File: src/rtl/mcu_mem_pkg.sv
// rtl/mcu_mem_pkg.sv - shared types, default memory images and region decode for mcu_mem_ctrl
package mcu_mem_pkg;

    typedef enum logic {
        INIT = 1'b0,
        RUN  = 1'b1
    } mem_state_e;

    typedef enum logic [1:0] {
        REG_ROM      = 2'd0,
        REG_RAM      = 2'd1,
        REG_UNMAPPED = 2'd2
    } mem_region_e;

    // Word 0 sits in the least significant byte.
    localparam logic [14*8-1:0] DEF_ROM = {
        8'h00, 8'hE0, 8'h20, 8'h9C, 8'hDD, 8'h5B, 8'hBD,
        8'hDF, 8'hBA, 8'hDE, 8'hBF, 8'hDA, 8'h5E, 8'hBF
    };

    localparam logic [6*8-1:0] DEF_RAM_INIT = {
        8'h01, 8'h01, 8'h00, 8'h0A, 8'h01, 8'h00
    };

    function automatic mem_region_e decode_region(
        input int unsigned addr,
        input int unsigned rom_depth,
        input int unsigned ram_base,
        input int unsigned ram_depth
    );
        if (addr < rom_depth) begin
            return REG_ROM;
        end else if ((addr >= ram_base) && (addr < ram_base + ram_depth)) begin
            return REG_RAM;
        end else begin
            return REG_UNMAPPED;
        end
    endfunction

endpackage

File: src/rtl/mcu_mem_init_seq.sv
// rtl/mcu_mem_init_seq.sv - INIT/RUN sequencer that walks the data RAM through its default table
// Ports: clk, reset (sync, active-high), init_req (restart pulse),
//        ready (RUN state), init_we (RAM write port owned by the sequencer), init_idx (RAM word being filled)
module mcu_mem_init_seq
    import mcu_mem_pkg::*;
#(
    parameter int RAM_DEPTH = 6,
    parameter int IDX_W     = 3
) (
    input  logic             clk,
    input  logic             reset,
    input  logic             init_req,
    output logic             ready,
    output logic             init_we,
    output logic [IDX_W-1:0] init_idx
);

    localparam logic [IDX_W-1:0] LAST_IDX = IDX_W'(RAM_DEPTH - 1);

    mem_state_e       state_q, state_d;
    logic [IDX_W-1:0] idx_q, idx_d;

    always_ff @(posedge clk) begin
        if (reset) begin
            state_q <= INIT;
            idx_q   <= '0;
        end else begin
            state_q <= state_d;
            idx_q   <= idx_d;
        end
    end

    always_comb begin
        state_d = state_q;
        idx_d   = idx_q;
        case (state_q)
            INIT: begin
                if (init_req) begin
                    idx_d = '0;
                end else if (idx_q == LAST_IDX) begin
                    // Last word is written on this edge, so RUN starts right after it.
                    state_d = RUN;
                    idx_d   = '0;
                end else begin
                    idx_d = idx_q + 1'b1;
                end
            end
            RUN: begin
                if (init_req) begin
                    state_d = INIT;
                    idx_d   = '0;
                end
            end
            default: begin
                state_d = INIT;
                idx_d   = '0;
            end
        endcase
    end

    assign ready    = (state_q == RUN);
    assign init_we  = (state_q == INIT);
    assign init_idx = idx_q;

endmodule

File: src/rtl/mcu_mem_ctrl.sv
// rtl/mcu_mem_ctrl.sv - unified program ROM / data RAM with registered read and address-error pulse
// Ports: clk, reset (sync, active-high), init_req (restart RAM init),
//        READ/WRITE/MEM_ADDR/MEM_DATA1 (request), MEM_DATA2 (registered read data),
//        ready (requests accepted), rd_valid (read data updated last edge), addr_err (illegal access pulse)
module mcu_mem_ctrl
    import mcu_mem_pkg::*;
#(
    parameter int DATA_W    = 8,
    parameter int ADDR_W    = 5,
    parameter int ROM_DEPTH = 14,
    parameter int RAM_BASE  = 26,
    parameter int RAM_DEPTH = 6,
    parameter logic [ROM_DEPTH*DATA_W-1:0] ROM_IMAGE = DEF_ROM,
    parameter logic [RAM_DEPTH*DATA_W-1:0] RAM_INIT  = DEF_RAM_INIT
) (
    input  logic              clk,
    input  logic              reset,
    input  logic              init_req,
    input  logic              READ,
    input  logic              WRITE,
    input  logic [ADDR_W-1:0] MEM_ADDR,
    input  logic [DATA_W-1:0] MEM_DATA1,
    output logic [DATA_W-1:0] MEM_DATA2,
    output logic              ready,
    output logic              rd_valid,
    output logic              addr_err
);

    localparam int IDX_W  = (RAM_DEPTH > 1) ? $clog2(RAM_DEPTH) : 1;
    localparam int ROM_AW = (ROM_DEPTH > 1) ? $clog2(ROM_DEPTH) : 1;
    localparam logic [ADDR_W-1:0] RAM_BASE_A = ADDR_W'(RAM_BASE);

    generate
        if (ROM_DEPTH > RAM_BASE) begin : g_chk_rom
            $fatal(1, "mcu_mem_ctrl: ROM overlaps RAM");
        end
        if (RAM_BASE + RAM_DEPTH > 2**ADDR_W) begin : g_chk_ram
            $fatal(1, "mcu_mem_ctrl: RAM exceeds address space");
        end
        if (RAM_DEPTH < 1) begin : g_chk_depth
            $fatal(1, "mcu_mem_ctrl: RAM_DEPTH must be at least 1");
        end
    endgenerate

    logic [DATA_W-1:0] rom_w  [ROM_DEPTH];
    logic [DATA_W-1:0] init_w [RAM_DEPTH];

    for (genvar i = 0; i < ROM_DEPTH; i++) begin : g_rom
        assign rom_w[i] = ROM_IMAGE[i*DATA_W +: DATA_W];
    end
    for (genvar i = 0; i < RAM_DEPTH; i++) begin : g_init
        assign init_w[i] = RAM_INIT[i*DATA_W +: DATA_W];
    end

    logic             init_we;
    logic [IDX_W-1:0] init_idx;

    mcu_mem_init_seq #(
        .RAM_DEPTH (RAM_DEPTH),
        .IDX_W     (IDX_W)
    ) u_init_seq (
        .clk      (clk),
        .reset    (reset),
        .init_req (init_req),
        .ready    (ready),
        .init_we  (init_we),
        .init_idx (init_idx)
    );

    logic [DATA_W-1:0] ram_q [RAM_DEPTH];
    logic [DATA_W-1:0] ram_d [RAM_DEPTH];
    logic [DATA_W-1:0] data_q, data_d;
    logic              rd_valid_q, rd_valid_d;
    logic              addr_err_q, addr_err_d;

    mem_region_e       region;
    logic [ADDR_W-1:0] ram_off;
    logic [IDX_W-1:0]  ram_idx;
    logic              rd_acc;
    logic              wr_acc;

    assign region  = decode_region(32'(MEM_ADDR), ROM_DEPTH, RAM_BASE, RAM_DEPTH);
    assign ram_off = MEM_ADDR - RAM_BASE_A;
    assign ram_idx = ram_off[IDX_W-1:0];

    // init_req wins over a request in the same cycle; read wins over write.
    assign rd_acc = ready && !init_req && READ;
    assign wr_acc = ready && !init_req && WRITE && !READ;

    always_comb begin
        ram_d      = ram_q;
        data_d     = data_q;
        rd_valid_d = 1'b0;
        addr_err_d = 1'b0;

        if (init_we) begin
            ram_d[init_idx] = init_w[init_idx];
        end else if (wr_acc && (region == REG_RAM)) begin
            ram_d[ram_idx] = MEM_DATA1;
        end

        if (rd_acc) begin
            rd_valid_d = 1'b1;
            case (region)
                REG_ROM: data_d = rom_w[MEM_ADDR[ROM_AW-1:0]];
                REG_RAM: data_d = ram_q[ram_idx];
                default: begin
                    data_d     = '0;
                    addr_err_d = 1'b1;
                end
            endcase
        end

        if (wr_acc && (region != REG_RAM)) begin
            addr_err_d = 1'b1;
        end
    end

    always_ff @(posedge clk) begin
        if (reset) begin
            data_q     <= '0;
            rd_valid_q <= 1'b0;
            addr_err_q <= 1'b0;
        end else begin
            data_q     <= data_d;
            rd_valid_q <= rd_valid_d;
            addr_err_q <= addr_err_d;
        end
    end

    // RAM contents survive reset; the INIT pass rewrites them.
    always_ff @(posedge clk) begin
        if (!reset) begin
            ram_q <= ram_d;
        end
    end

    assign MEM_DATA2 = data_q;
    assign rd_valid  = rd_valid_q;
    assign addr_err  = addr_err_q;

endmodule

File: config.mk
export PLATFORM = sky130hd
export DESIGN_NAME = mcu_mem_ctrl
export DESIGN_NICKNAME = d
export VERILOG_FILES = /design/src/rtl/mcu_mem_pkg.sv /design/src/rtl/mcu_mem_init_seq.sv /design/src/rtl/mcu_mem_ctrl.sv
export SDC_FILE = /design/constraint.sdc
export NUM_CORES = 1
export LEC_CHECK = 0
export BUFFER_PORTS_ARGS = -buffer_cell sky130_fd_sc_hd__buf_2
export CAP_MARGIN = 20
export CORE_UTILIZATION = 40
export DETAILED_ROUTE_END_ITERATION = 7
export PLACE_DENSITY = 0.57
export REMOVE_ABC_BUFFERS = 1
export SETUP_SLACK_MARGIN = 0.5
export SLEW_MARGIN = 0
export SYNTH_ARGS = -nofsm -noshare
export SYNTH_HDL_FRONTEND = slang
export SYNTH_SLANG_ARGS = --single-unit
File: constraint.sdc
create_clock -name clk -period 3.3 [get_ports clk]
set_input_delay 0.33 -clock clk [delete_from_list [all_inputs] [get_ports clk]]
set_output_delay 0.33 -clock clk [all_outputs]
set_load 0.01 [all_outputs]
==> key figures, run 1 <==
CTS
  – Total clock sinks: 62
  – CTS Root Cell: clkbuf_8
  – H-tree depth: 3
  – Num CTS Buffers: 9
  – Number of setup buffers added after CTS: 0
  – CTS tree: done
  – Post-CTS sizing: 0
  – Clk slew on worst S/H paths: 0.07 ns
  – Worst-Skew Late Latency: 0.34 ns
  – Hold Buf Count CTS: 0
  – Clock buffer depth: 2

Global routing
  – Largest net degree at the start of global routing: 19
  – Gr ovfl total: 0
  – First-pass GRT wire length: 12200 um
  – Total track usage: 19.9%
  – Vias in the first global route: 2169
  – Initial antenna violation count: 0

Drt
  – Wire per inst: 19.1 um
  – Iteration-0 DRC Markers: 207
  – Total number of vias: 2225
  – Initial DRT Pass Iterations: 4
  – ANT nets after route: 0
  – Via density: 5.44
  – Routed wire length: 7820 um
  – DRC: 0

Worst hold path
  – Hold Path Depth: 2
  – Worst Min Path Start: init_req
  – Worst Hold Class: in -> reg
  – Endpoint, Worst Hold: u_init_seq.init_idx[1]

Die
  – Die span in y: 92.0 um
  – Row count: 32
  – Initial Util: 41.8%
  – # IOs: 29
  – Die X-Extent: 92.0 um
  – Core area: 7770 um^2
  – Die area: 8470 um^2

Final layout
  – Nets: 332
  – Area Overhead vs Synth: 11.6%
  – Design area: 3620 um^2
  – Layout cell share with drive strength beyond 1: 17.6%
  – Antenna cells: 0
  – Final Util: 46.6%

STA
  – RSZ-0062 raised after global routing: no
  – Setup_tns: 0 ns
  – Worst clock skew: 0.00983 ns
  – Max Clk Rate: 445 MHz
  – Slew margin rel.: 53.4%
  – Final WS setup: 1.05 ns
  – Least-Margin Pin Slew: 0.692 ns
  – Final hold vios: 0
  – Hold slack: 0.277 ns
  – Final Cycle Share: 68.1%
  – Tmin final: 2.25 ns
  – # setup viols final: 0
  – Max Slew Vio Count: 0

Power and ir drop
  – Power per cell area: 448 nW/um^2
  – Max VDD drop: 0.221 mV
  – Leakage power: 0.00146 uW

Critical path
  – Setup CP Type: in -> reg
  – Critical path's top delay family: simple AND/OR/NAND/NOR gates
  – Slowest-stage cell, CP: nor2_1
  – Worst reg2reg path startpoint: u_init_seq.ready
  – R2R Setup Slk: 1.08 ns
  – CP Data Arrival Time: 2.21 ns
  – R2R depth: 4
  – RR Endpoint: ram_q[14]
  – CP Capture Type: register
  – Critical Path Source Type: input pin
  – Slowest stage delay, CP: 0.58 ns
  – WP buf/inv: 2
  – CP cell instances: buf_2 -> inv_1 -> ha_1 -> a2111oi_4 -> o21bai_2 -> nor2_1
  – Worst-path fanout max: 18
  – Data required, critical path: 3.27 ns

Yosys
  – Post-synth EDFFs: 48
  – Synth area leader: edfxtp_1
  – Sequential share of the synthesized area: 53.1%
  – Netlist Area Pre-Place: 3240 um^2
  – Number of synthesized register bits: 62
  – Top cell type's share of synthesized area: 44.4%
  – Ys flop type: edfxtp_1
  – Asr flop ratio synth: 0%
  – Syn avg cell area: 11.8 um^2
  – Cells after synthesis: 276
  – Yosys cell types: 48
  – Synth Warn #: 0
  – Top cells by area, synth: edfxtp_1 (44%), dfxtp_1 (8.6%), mux2i_1 (5.2%)

Place
  – Buffers on Ports: 28
  – Cell Area, Placed: 3440 um^2
  – Final RePlAce weighted congestion: 0.801
  – Dpl ws: 0.713 ns
  – DP Wirelength: 5780 um

Status
  – Status: complete, no violations

Flow run
  – Max cap viols: 0
## stage by stage
stage	cells	total power, uW
3_3_place_gp	393	1010
2_1_floorplan	260	944
4_1_cts	409	1630
3_5_place_dp	393	1010
5_1_grt	409	1690
6_report	409	1620
## cells in the mapped netlist, drive strengths merged, types with 2 or more instances
cell	number
a211oi	3
a21o	3
a21oi	14
a221o	2
a31oi	2
and2	25
and3	24
buf	7
clkbuf	9
dfxtp	14
edfxtp	48
ha	12
inv	8
mux2i	17
mux4	4
nand2	12
nand2b	6
nand3	2
nand3b	2
nor2	24
nor3	6
nor4	2
o211a	2
o211ai	2
o21ai	6
o22ai	5
o2bb2ai	2
## layout make-up
cell class | count | area, um^2
inverters | 8 | 30.0
multi-input cells | 190 | 1400
flip-flops and latches | 62 | 1720
clock buffers | 11 | 131
clock inverters | 5 | 50.0
fillers | 757 | 4150
well taps | 102 | 128
repair buffers | 31 | 163
## registers in the layout (all words and copies together) (netlist names)
name	flops
rd_valid	1
ram_q	48
u_init_seq.init_idx	3
u_init_seq.ready	1
MEM_DATA2	8
addr_err	1
## worst register-to-register path: cells and delay by family (launching register included)
| kind | cells | cell delay [ns] |
|---|---|---|
| simple gates | 3 | 1.12 |
| flops | 1 | 0.69 |
| compound gates | 1 | 0.04 |
## metal layers
layer / up-vias / share of wire (%) / GRT usage (%) / wire length (um)
li1: 1078 / - / - / -
met1: 1094 / 47 / 26.7 / 3650
met2: 46 / 49 / 32.8 / 3840
met3: 7 / 3.1 / 3.81 / 240
met4: 0 / 1.1 / 5.34 / 87
met5: - / 0 / 0 / 0
## placed cells by master, fill, tap and decap left out, drive strengths merged, types with 3 or more instances in the layout
cell type / instances
edfxtp: 48
buf: 31
and2: 25
and3: 24
nor2: 24
mux2i: 17
dfxtp: 14
a21oi: 14
nand2: 12
ha: 12
clkbuf: 11
inv: 8
nor3: 6
o21ai: 6
nand2b: 6
o22ai: 5
mux4: 4
a211oi: 3
a21o: 3
clkinv: 3
## worst max-delay path by stage
stage / cells after the start / to / startpoint
after floorplan: 6 / ram_q[0] / MEM_ADDR[2]
after global placement: 6 / ram_q[47] / MEM_ADDR[1]
after detailed placement: 6 / ram_q[4] / MEM_ADDR[1]
after CTS: 6 / ram_q[4] / MEM_ADDR[1]
after global routing: 4 / ram_q[12] / u_init_seq.ready
final: 6 / ram_q[14] / MEM_ADDR[1]
## power by group
group / switching [uW] / internal (uW) / total (uW) / leakage, uW
logic: 92.7 / 51.6 / 144 / 0.000870
clock network: 286 / 343 / 629 / 0.0000884
registers: 4.75 / 844 / 849 / 0.000503
## cells by family (layout without fill, tap and decap cells)
| logic type | Yosys count | count (layout) | share of synthesized area, % |
|---|---|---|---|
| DFF | 62 | 62 | 53.1 |
| and+or+nand+nor | 107 | 107 | 18.2 |
| AOI/OAI and AO/OA | 49 | 49 | 11.4 |
| muxes | 22 | 22 | 8.72 |
| adders and majority gates | 12 | 12 | 4.63 |
| buffers and inverters | 24 | 55 | 3.90 |
(Power assumes the default switching activity.)
==> run 2: changes to the inputs <==
--- a/config.mk
+++ b/config.mk
@@ -9,7 +9,7 @@
 export CAP_MARGIN = 20
 export CORE_UTILIZATION = 40
 export DETAILED_ROUTE_END_ITERATION = 7
-export PLACE_DENSITY = 0.57
+export PLACE_DENSITY = 0.6
 export REMOVE_ABC_BUFFERS = 1
 export SETUP_SLACK_MARGIN = 0.5
 export SLEW_MARGIN = 0
==> constraint.sdc (replaced) <==
create_clock -name clk -period 2 [get_ports clk]
set_input_delay 0.2 -clock clk [delete_from_list [all_inputs] [get_ports clk]]
set_output_delay 0.2 -clock clk [all_outputs]
set_load 0.01 [all_outputs]
==> run 2 against run 1 <==
Against the previous run:
- register-to-register slack worse by 0.50 ns
- combinational power is 99% higher
- wire length shrank 4.2%
- non-clock buffer count rose by 26
- critical path type unchanged
- highest routed layer unchanged
==> key figures, run 2 (same netlist as run 1, synthesis figures left out) <==
Status
  – Status: complete, no violations

STA
  – # setup viols final: 0
  – Max Clk Rate: 673 MHz
  – Max Slew Vio Count: 0
  – RSZ-0062 raised after global routing: yes
  – Tmin final: 1.49 ns
  – Setup_tns: 0 ns
  – Final Cycle Share: 74.3%
  – Worst clock skew: 0.00671 ns
  – Slew margin rel.: 72.1%
  – Hold slack: 0.151 ns
  – Final hold vios: 0
  – Least-Margin Pin Slew: 0.418 ns

Critical path
  – CP Capture Type: register
  – Worst-path fanout max: 8
  – Critical Path Source Type: input pin
  – Setup CP Type: in -> reg
  – CP Data Arrival Time: 1.54 ns
  – Data required, critical path: 2.06 ns

Final layout
  – Antenna cells: 0
  – Biggest register: ram_q
  – Nets: 358
  – Area Overhead vs Synth: 24.0%
  – Max reg flops: 48
  – Layout cell share with drive strength beyond 1: 29.4%
  – Commonest non-fill, non-tap cell in the layout: edfxtp_1
  – Commonest cells after routing, fill and taps aside: edfxtp_1 (48), buf_2 (26), and2_1 (25)
  – Final Instance Count excl. Fillers: 435

Die
  – Core area: 7770 um^2
  – Row count: 32
  – # IOs: 29
  – Die X-Extent: 92.0 um
  – Die span in y: 92.0 um
  – Die area: 8470 um^2
  – Initial Util: 41.8%

CTS
  – Worst-Skew Late Latency: 0.34 ns
  – H-tree depth: 3
  – Hold Buf Count CTS: 0
  – Clk slew on worst S/H paths: 0.07 ns
  – Total clock sinks: 62
  – Num CTS Buffers: 9
  – CTS tree: done
  – CTS Root Cell: clkbuf_8
  – Clock buffer depth: 2

Global routing
  – Initial antenna violation count: 0
  – Met3 usage: 4.48%
  – Gr ovfl total: 0
  – Met2 GRT Util: 30.8%
  – Largest net degree at the start of global routing: 17
  – Vias in the first global route: 2349
  – Met1 Use GR: 25.2%
  – First-pass GRT wire length: 12200 um
  – GRT Max-Usage Layer: met2
  – Total track usage: 19.5%

Power and ir drop
  – Leakage power: 0.00165 uW
  – Power per cell area: 732 nW/um^2
  – Max VDD drop: 0.476 mV

Flow run
  – Max cap viols: 0

Place
  – Buffers on Ports: 28
  – Final RePlAce weighted congestion: 0.825
  – Placed Cells: 413
  – DP Wirelength: 5450 um

Drt
  – Iteration-0 DRC Markers: 103
  – ANT nets after route: 0
  – Wire per inst: 17.2 um
  – Initial DRT Pass Iterations: 4
  – Via density: 5.29
  – DRC: 0
  – Routed wire length: 7490 um
  – Total number of vias: 2300

Worst hold path
  – Worst Hold Class: in -> reg
[run 2: cell type report]
cell class                      count  area (um^2)
Clock buffer                       12          156
Clock inverter                      4         68.8
Fill cell                         702         3750
Inverter                            8         37.5
Multi-Input combinational cell    190         1490
Sequential cell                    62         1730
Tap cell                          102          128
Timing Repair Buffer               57          414
[run 2: what timing repair did]
action / in CTS / in global routing
pin swaps: 0 / 6
gates resized for setup: 13 / 24
endpoints found under the setup margin: 54 / 53
buffers inserted: 0 / 6
[run 2: power by group]
group	switching [uW]	internal, uW	leakage (uW)
clock	481	772	0.000113
combinational	162	125	0.00103
sequential	9.65	1390	0.000505
total	653	2290	0.00165
[run 2: worst max-delay path, cell delays in order]
cell,delay (ns)
buf_8,0.09
inv_8,0.04
buf_6,0.11
ha_4,0.16
a2111oi_4,0.38
o21bai_4,0.17
a211oi_2,0.21
buf_4,0.19
[run 2: worst paths after layout]
| check | slack [ns] | end | startpoint | cells after the start |
|---|---|---|---|---|
| max | 0.51 | ram_q[0] | MEM_ADDR[2] | 8 |
| min | 0.15 | u_init_seq.init_idx[2] | init_req | 2 |
| max reg2reg | 0.58 | ram_q[12] | u_init_seq.ready | 5 |
| min reg2reg | 0.48 | MEM_DATA2[7] | MEM_DATA2[7] | 2 |
[run 2: per-stage QoR]
stage	total power (uW)	area [um^2]	setup WS, ns	util, %
after CTS	2950	3890	0.499	50.0
after floorplan	1560	3150	0.00945	-
after global placement	1690	3610	0.0445	46.5
after detailed placement	1690	3610	0.0351	46.5
after global routing	3050	4020	0.450	51.8
final	2940	4020	0.514	51.8
[run 2: routing by layer]
layer  vias to the layer above  share of wire, %  wire [um]
met5                         -                 0          0
met4                         0               2.1        158
met3                        13               4.1        307
met2                        50                47       3490
met1                      1109                47       3540
li1                       1128                 -          -
==> run 3: changes to the inputs <==
--- a/config.mk
+++ b/config.mk
@@ -9,7 +9,7 @@
 export CAP_MARGIN = 20
 export CORE_UTILIZATION = 40
 export DETAILED_ROUTE_END_ITERATION = 7
-export PLACE_DENSITY = 0.6
+export PLACE_DENSITY = 0.57
 export REMOVE_ABC_BUFFERS = 1
 export SETUP_SLACK_MARGIN = 0.5
 export SLEW_MARGIN = 0
==> constraint.sdc (replaced) <==
create_clock -name clk -period 1.5 [get_ports clk]
set_input_delay 0.15 -clock clk [delete_from_list [all_inputs] [get_ports clk]]
set_output_delay 0.15 -clock clk [all_outputs]
set_load 0.01 [all_outputs]
==> run 3 against run 2 <==
Against the previous run:
- wire length grew 17%
- total power rose by 33%
- cell count rose by 9.0%
- non-clock buffer count increased by 39
- highest routed layer unchanged
- clock power up 22%
- worst setup slack worse by 0.40 ns
- via count grew 10%
- critical path depth fell by 3
- final area grew 16%
- flip-flop and latch count unchanged
- count of clock-buffer cells in the layout is 2 lower
- core utilization grew 8.4 points
- largest cell class is now multi-input combinational cells
==> key figures, run 3 (same netlist as run 1, synthesis figures left out) <==
STA
  – Least-Margin Pin Slew: 0.351 ns
  – Final WS setup: 0.115 ns
  – Hold slack: 0.161 ns
  – RSZ-0062 raised after global routing: yes
  – Worst clock skew: 0.00881 ns
  – Max Slew Vio Count: 0
  – # setup viols final: 0
  – Max Clk Rate: 722 MHz
  – Slew margin rel.: 76.5%
  – Final Cycle Share: 92.3%
  – Final hold vios: 0
  – Tmin final: 1.38 ns

Final layout
  – Nets: 397
  – Final Util: 60.2%
  – Design area: 4680 um^2
  – Commonest cells after routing, fill and taps aside: edfxtp_1 (48), buf_4 (42), buf_6 (25)
  – Layout cell share with drive strength beyond 1: 56.5%
  – Commonest non-fill, non-tap cell in the layout: edfxtp_1
  – Biggest register: ram_q
  – Max reg flops: 48
  – Antenna cells: 0
  – Area Overhead vs Synth: 44.2%
  – Number of fillers in the final layout: 626

CTS
  – CTS Root Cell: clkbuf_8
  – Total clock sinks: 62
  – Worst-Skew Late Latency: 0.35 ns
  – H-tree depth: 3
  – Clock buffer depth: 2
  – CTS tree: done
  – Hold Buf Count CTS: 0
  – Num CTS Buffers: 9
  – Clk slew on worst S/H paths: 0.07 ns

Die
  – Die span in y: 92.0 um
  – Die X-Extent: 92.0 um
  – Die area: 8470 um^2
  – Initial Util: 41.8%
  – # IOs: 29
  – Row count: 32
  – Core area: 7770 um^2

Critical path
  – RR Endpoint: ram_q[15]
  – Critical Path Source Type: register
  – Critical path's top delay family: simple AND/OR/NAND/NOR gates
  – Data required, critical path: 1.57 ns
  – CP Data Arrival Time: 1.45 ns
  – Levels on crit path: 5
  – CP cell instances: and2b_2 -> and2_4 -> a31oi_2 -> nor2_1 -> buf_6
  – CP Capture Type: register
  – WP buf/inv: 1
  – R2R depth: 5
  – Slowest-stage cell, CP: dfxtp_4
  – R2R Setup Slk: 0.12 ns
  – Slowest stage delay, CP: 0.40 ns
  – Worst reg2reg path startpoint: u_init_seq.ready
  – Setup CP Type: reg -> reg
  – Worst-path fanout max: 8

Place
  – Cell Area, Placed: 3820 um^2
  – Dpl ws: -0.357 ns
  – DP Wirelength: 6090 um
  – Buffers on Ports: 28
  – Final RePlAce weighted congestion: 0.813

Drt
  – Wire per inst: 18.6 um
  – Routed wire length: 8800 um
  – ANT nets after route: 0
  – Total number of vias: 2541
  – DRC: 0
  – Via density: 5.36
  – Iteration-0 DRC Markers: 116
  – Initial DRT Pass Iterations: 4

Flow run
  – Max cap viols: 0

Worst hold path
  – Hold Path Depth: 3
  – Endpoint, Worst Hold: u_init_seq.init_idx[2]
  – Worst Hold Class: in -> reg
  – Worst Min Path Start: init_req

Global routing
  – Total track usage: 21.6%
  – Initial antenna violation count: 0
  – Gr ovfl total: 0
  – Largest net degree at the start of global routing: 22
  – First-pass GRT wire length: 13400 um
  – Vias in the first global route: 2492

Power and ir drop
  – Leakage power: 0.00187 uW
  – Power per cell area: 834 nW/um^2
  – Max VDD drop: 0.512 mV

Status
  – Status: complete, no violations
-- run 3: changes by cell type in the layout (fill, tap and decap cells not counted), moves of 14 or more --
cell / previous run / this run
and2_1: 25 / 3
and2_4: 0 / 22
buf_6: 5 / 25
buf_4: 23 / 42
and3_1: 24 / 10
and3_4: 0 / 14
-- run 3: area by class of cell --
type / instances / area (um^2) / share of cell area, %
Tap cell: 102 / 128 / 2.73
Sequential cell: 62 / 1740 / 37.1
Clock buffer: 10 / 138 / 2.94
Multi-Input combinational cell: 190 / 1750 / 37.4
Clock inverter: 6 / 70.1 / 1.50
Inverter: 8 / 40.0 / 0.856
Timing Repair Buffer: 96 / 817 / 17.5
-- run 3: power breakdown --
group / internal (uW) / total, uW / switching, uW
clock network: 820 / 1530 / 714
registers: 1850 / 1870 / 13.7
logic: 231 / 497 / 266
total: 2900 / 3900 / 994
-- run 3: repair_timing --
action                                  4_1_cts  5_1_grt
setup buffers                                 6        6
gates cloned                                  0        2
endpoints found under the setup margin      111      115
pin swaps                                    42       19
resized for setup                            86       55
-- run 3: per-layer routing --
layer	vias up	track usage, %	wire (um)
li1	1211	-	-
met1	1272	27.9	3940
met2	49	36.3	4510
met3	9	3.98	278
met4	0	7.42	80
met5	-	0	0
-- run 3: worst max-delay path by stage --
| stage | start | endpoint | slack (ns) |
|---|---|---|---|
| 6_report | u_init_seq.ready | ram_q[15] | 0.12 |
| 5_1_grt | u_init_seq.ready | ram_q[11] | 0.07 |
| 4_1_cts | MEM_ADDR[2] | ram_q[3] | 0.10 |
| 3_5_place_dp | MEM_ADDR[2] | ram_q[1] | -0.36 |
| 3_3_place_gp | MEM_ADDR[2] | ram_q[1] | -0.32 |
| 2_1_floorplan | u_init_seq.ready | ram_q[24] | -0.49 |
-- run 3: tightest hold or removal path, stage by stage --
cell and delay [ns]:
buf_2 0.12, buf_4 0.15, nor3_1 0.05
-- run 3: metrics by stage --
| stage | std cells | total power, uW | TNS (ns) |
|---|---|---|---|
| final | 474 | 3900 | 0 |
| after CTS | 466 | 3880 | 0 |
| after global placement | 444 | 2300 | -15.98 |
| after global routing | 474 | 4050 | 0 |
| after detailed placement | 444 | 2300 | -17.54 |
| after floorplan | 260 | 2080 | -19.24 |
